--- src/rtl/soc_mini_pkg.sv ---
// soc_mini_pkg: shared constants and types for the register-chain demo SoC
package soc_mini_pkg;
  localparam int NUM_REGS = 32;
  localparam int DATA_W = 16;
  localparam int SEL_W = 8;
  localparam int INIT_W = 8;
  localparam int IDX_W = $clog2(NUM_REGS);
  typedef logic [DATA_W-1:0] chain_word_t;
  typedef logic [SEL_W-1:0] chain_idx_t;
endpackage

--- src/rtl/chain_regfile.sv ---
// chain_regfile: accumulating r0 followed by a free-running shift chain
import soc_mini_pkg::*;
module chain_regfile (
  input  logic              clk,
  input  logic              resetn,
  input  logic [INIT_W-1:0] init_num,
  input  logic [IDX_W-1:0]  rd_idx,
  output chain_word_t       rd_data
);
  chain_word_t r [NUM_REGS];
  always_ff @(posedge clk or negedge resetn) begin
    if (!resetn) begin
      for (int i = 0; i < NUM_REGS; i++) r[i] <= '0;
    end else begin
      r[0] <= r[0] + chain_word_t'(init_num);
      for (int i = 1; i < NUM_REGS; i++) r[i] <= r[i-1];
    end
  end
  assign rd_data = r[rd_idx];
endmodule

--- src/rtl/soc_mini_top.sv ---
// soc_mini_top: board top showing the switch-selected chain register on the leds
import soc_mini_pkg::*;
module soc_mini_top (
  input  logic              clk,
  input  logic              resetn,
  input  logic [SEL_W-1:0]  switch,
  input  logic [INIT_W-1:0] init_num,
  output logic [DATA_W-1:0] led
);
  chain_word_t rd_data;
  chain_regfile u_chain (
    .clk(clk),
    .resetn(resetn),
    .init_num(init_num),
    .rd_idx(switch[IDX_W-1:0]),
    .rd_data(rd_data)
  );
  always_comb led = (32'(switch) < NUM_REGS) ? rd_data : '0;
endmodule

--- config.mk ---
export PLATFORM = sky130hd
export DESIGN_NAME = soc_mini_top
export DESIGN_NICKNAME = d
export VERILOG_FILES = /design/src/rtl/soc_mini_pkg.sv /design/src/rtl/chain_regfile.sv /design/src/rtl/soc_mini_top.sv
export SDC_FILE = /design/constraint.sdc
export NUM_CORES = 1
export LEC_CHECK = 0
export ABC_AREA = 1
export BUFFER_PORTS_ARGS = -buffer_cell sky130_fd_sc_hd__buf_2
export CORE_ASPECT_RATIO = 0.9
export CORE_MARGIN = 5
export CORE_UTILIZATION = 50
export CTS_BUF_LIST = sky130_fd_sc_hd__clkbuf_8
export DETAILED_ROUTE_END_ITERATION = 16
export HOLD_SLACK_MARGIN = 0.15
export PLACE_DENSITY = 0.66
export SLEW_MARGIN = 20
export SYNTH_ARGS = -nofsm -noshare
export SYNTH_HDL_FRONTEND = slang
export SYNTH_HIERARCHICAL = 1
export SYNTH_SLANG_ARGS = --single-unit
--- constraint.sdc ---
create_clock -name clk -period 2.1 [get_ports clk]
set_input_delay 0.315 -clock clk [delete_from_list [all_inputs] [get_ports clk]]
set_output_delay 0.315 -clock clk [all_outputs]
set_load 0.1 [all_outputs]
==> flow_results.org <==
** GRT
- Global routing used 20.2% of the available tracks.
- After global routing the overflow that remains totals 0.
- The first global-routing pass estimated just over 70000 um of wire.
- The number of antenna violations at the first check in global routing is 0.
- Largest net degree at the start of global routing :: 66
- Vias in the first global route :: around 14000

** Clocking
- H-tree Lvls :: 3
- TritonCTS built the clock tree.
- After clock tree synthesis, the clock-pin slew on the worst setup and hold paths is ~0.06 ns.
- Inserted Clock Buffers :: between 70 and 80
- CTS Buffer Depth :: 3
- Root buffer cell :: sky130_fd_sc_hd__clkbuf_8
- The clock reaches the later pin of the worst-skew pair after 0.59 ns.
- Number of clock sinks :: a little over 500

** Timing
- Setup total negative slack on the finished layout was measured at -1.87 ns.
- Of the available clock period, the critical path in the final layout requires 107%.
- Minimum clock period after layout :: 2.25 ns
- Slew margin rel. :: a little under two thirds
- The max-slew violation count came to 0.
- Final Hold Violating Endpoints :: 0
- At the pin with the least slew margin, the transition time is ~0.54 ns.
- For the final database, setup skew stands at 0.0162 ns.
- Setup repair after global routing could not meet its margin everywhere.
- Setup violations remaining at the end of the flow were counted as 16.
- Achievable frequency :: between 400 and 500 MHz
- Across all setup checks in the final design, the least slack found is -0.154 ns.
- Hold WS :: between 0.2 and 0.3 ns

** Setup path
- STA classifies the critical path startpoint as a flop.
- Following the worst setup path forward leads to its endpoint at led[0].
- The worst register-to-register path begins at u_chain/r[496].
- The critical path in this run is classified as flop to output pin.
- Worst endpoint data arrival time :: 1.94 ns
- In this run the worst path has a maximum fanout of 2.
- The most critical setup path has its startpoint at u_chain/r[464].
- In this run the critical register-to-register path is captured at u_chain/r[504].
- For the worst setup path, the data required time is approximately 1.8 ns.
- For flop-to-flop paths, the worst setup slack is around 0.15 ns.
- Type of element capturing the critical path :: output pin
- The number of cells on the worst reg-to-reg path is 10.

** Synth
- Counting flops with a built-in enable in the synthesized netlist gives 0.
- The mapped netlist covers 0.0190 sq mm.
- When the netlist entered floorplanning its net count stood at about 1900.
- Cell count after synthesis :: 1883
- Number of register bits inferred by synthesis :: slightly above 500
- Count of distinct cell types in the synthesized netlist :: 25
- Dominant register cell in the synthesized netlist :: sky130_fd_sc_hd__dfrtp_1
- In this run the mean area of a mapped cell was slightly above 10 sq um.
- During synthesis, Yosys emitted a total of 6 warnings.
- The share of the Yosys chip area taken by registers is a little under 70%.
- Counting flops with an async set or reset pin after synthesis yields a share of between 90% and 100%.

** Route
- Via count :: ~13000
- In the routed layout, each cell is associated on average with a via count of between 5 and 6.
- DR pass1 iterations :: 6
- Count of antenna-violating nets left after detailed routing :: 0
- Remaining design rule violation count :: 0
- Wires add up to 41500 um.
- DRC violation total after the first TritonRoute iteration :: 1162
- Wire length per cell :: around 16 um

** Outcome
- Status :: finished, violations left
- Violations in the final reports :: negative setup slack

** Place
- Total placed cells including tap cells :: between 2000 and 2500
- Count of input and output buffers :: 33
- RePlAce Congestion :: 0.810
- The wire-length estimate of the detail-placed layout is 25600 um.

** Floorplanning
- The floorplan step set the die height to roughly 200 um.
- Core region area :: between 0.03 and 0.04 sq mm
- The floorplan step set the die width to 216 um.
- Starting utilization of the core area :: about half
- Row Count :: 67
- For this design the top-level I/O count stands at 34.
- The die covers 0.0421 sq mm.

** Cells and area
- Nets :: approximately 2000
- Share of cells above drive strength 1 :: 17.0%
- Synthesis-to-layout area growth :: 18.0%
- 0 antenna diodes ended up in the layout.
- Core utilization of the finished layout :: roughly three fifths
- The register with the most flip-flops in the final layout is u_chain/r.
- The finished layout holds roughly 2500 standard cells, fillers aside.
- The largest registers in the layout are u_chain/r x512.
- Flip-flop count of the largest register after layout :: between 500 and 600

** Worst hold path
- Worst hold-check path type :: input port to asynchronous set/reset pin

** Run
- The tool flagged a number of max-cap violations equal to 0.

** Power
- VDD sags by at most ~0.97 mV.
- In this run the static leakage power is between 10 and 15 nW.
- Pwr Total :: ~29 mW
- In this run the power density over the cells is 1280 mW/mm^2.
cells by family after synthesis:
family                   after synthesis  share of synthesized area, %
flip-flops                           512                          67.3
adder cells (fa/ha/maj)                9                         0.631
XOR/XNOR                               7                         0.322
AO/OA/AOI/OAI                          3                        0.0789
buffers and inverters                151                          5.06
AND/OR/NAND/NOR                     1201                          26.6
layout make-up:
class / count / area [sq um]
Sequential cell: 512 / 12800
Timing Repair Buffer: 154 / 1770
Tap cell: 483 / 604
Clock buffer: 99 / 1360
Inverter: 42 / 168
Fill cell: 3058 / 14900
Clock inverter: 39 / 170
Multi-Input combinational cell: 1220 / 5560
where the power goes:
part	switching, mW	internal, mW	leakage (nW)
Sequential	2.06	13.9	6.31
Clock	3.64	4.23	0.904
Combinational	2.77	2.10	3.88
critical path: stages (launching register included):
cell and delay, ns:
sky130_fd_sc_hd__dfrtp_1 0.36, sky130_fd_sc_hd__nand2_1 0.07, sky130_fd_sc_hd__nand3_1 0.09, sky130_fd_sc_hd__nand3_2 0.09
sky130_fd_sc_hd__nand2_2 0.10, sky130_fd_sc_hd__nand2_2 0.05, sky130_fd_sc_hd__nand2_1 0.09, sky130_fd_sc_hd__nand2_1 0.06
sky130_fd_sc_hd__nand2_1 0.09, sky130_fd_sc_hd__inv_2 0.07, sky130_fd_sc_hd__nor2_4 0.10, sky130_fd_sc_hd__buf_12 0.18
cell usage after synthesis, types with 3 or more instances:
master | n | area share, %
sky130_fd_sc_hd__nand3_1 | 397 | 10
sky130_fd_sc_hd__nor2_2 | 11 | 0.36
sky130_fd_sc_hd__inv_1 | 40 | 0.79
sky130_fd_sc_hd__buf_6 | 30 | 1.8
sky130_fd_sc_hd__buf_1 | 9 | 0.18
sky130_fd_sc_hd__ha_1 | 8 | 0.53
sky130_fd_sc_hd__nand2_1 | 770 | 15
sky130_fd_sc_hd__xor2_1 | 7 | 0.32
sky130_fd_sc_hd__buf_4 | 23 | 0.91
sky130_fd_sc_hd__buf_2 | 37 | 0.97
sky130_fd_sc_hd__nor3_1 | 3 | 0.079
sky130_fd_sc_hd__clkbuf_1 | 8 | 0.16
sky130_fd_sc_hd__dfrtp_1 | 512 | 67
sky130_fd_sc_hd__nor2_1 | 12 | 0.24
stage by stage:
stage	cell area, sq um	setup WS [ns]
global route	22500	-0.345
detailed placement	20300	-0.154
finish	22500	-0.154
CTS	22200	-0.184
global placement	20300	-0.146
floorplan	19100	0.0616
worst min-delay path by stage:
stage           start              to  slack [ns]  cells past startpoint
6_report       resetn  u_chain/r[226]        0.27                      2
5_1_grt        resetn  u_chain/r[226]        0.27                      2
4_1_cts        resetn  u_chain/r[210]        0.24                      2
3_5_place_dp   resetn  u_chain/r[125]        0.29                      1
3_3_place_gp   resetn  u_chain/r[109]        0.29                      1
2_1_floorplan  resetn    u_chain/r[0]        0.02                      0
per-layer routing:
metal	GRT usage (%)	vias to the layer above	routed length (um)
li1	-	6284	-
met3	3.58	68	1880
met2	32.0	298	19800
met1	29.0	6505	19000
met4	5.90	0	822
met5	0	-	0
cells in the final DEF, fill, tap and decap left out:
cell type and n:
sky130_fd_sc_hd__inv_4 1, sky130_fd_sc_hd__clkinvlp_4 2, sky130_fd_sc_hd__dfrtp_1 508, sky130_fd_sc_hd__nand3_2 22
sky130_fd_sc_hd__inv_8 2, sky130_fd_sc_hd__fa_1 1, sky130_fd_sc_hd__clkbuf_8 100, sky130_fd_sc_hd__buf_8 1
sky130_fd_sc_hd__or2_2 2, sky130_fd_sc_hd__and2_1 1, sky130_fd_sc_hd__nor3_1 3, sky130_fd_sc_hd__o21ai_0 1
sky130_fd_sc_hd__clkinv_4 1, sky130_fd_sc_hd__buf_4 79, sky130_fd_sc_hd__inv_2 15, sky130_fd_sc_hd__buf_6 1
sky130_fd_sc_hd__nand3b_1 2, sky130_fd_sc_hd__nand2_1 732, sky130_fd_sc_hd__nor2_4 16, sky130_fd_sc_hd__buf_12 49
sky130_fd_sc_hd__ha_1 8, sky130_fd_sc_hd__inv_1 57, sky130_fd_sc_hd__clkinv_2 3, sky130_fd_sc_hd__dfrtp_2 4
sky130_fd_sc_hd__dlygate4sd3_1 9, sky130_fd_sc_hd__nor2_1 6, sky130_fd_sc_hd__nand2_2 39, sky130_fd_sc_hd__xor2_1 7
sky130_fd_sc_hd__a21oi_1 2, sky130_fd_sc_hd__nand4_1 2, sky130_fd_sc_hd__nor2_2 1, sky130_fd_sc_hd__nand3_1 375
sky130_fd_sc_hd__buf_2 14
repair_timing:
action,in CTS,in global routing
gates resized for setup,47,32
hold buffers,9,0
pin swaps,72,65
buffers inserted,30,12
endpoints found under the hold margin,495,0
setup endpoints to repair,16,18
(Power assumes the default switching activity.)
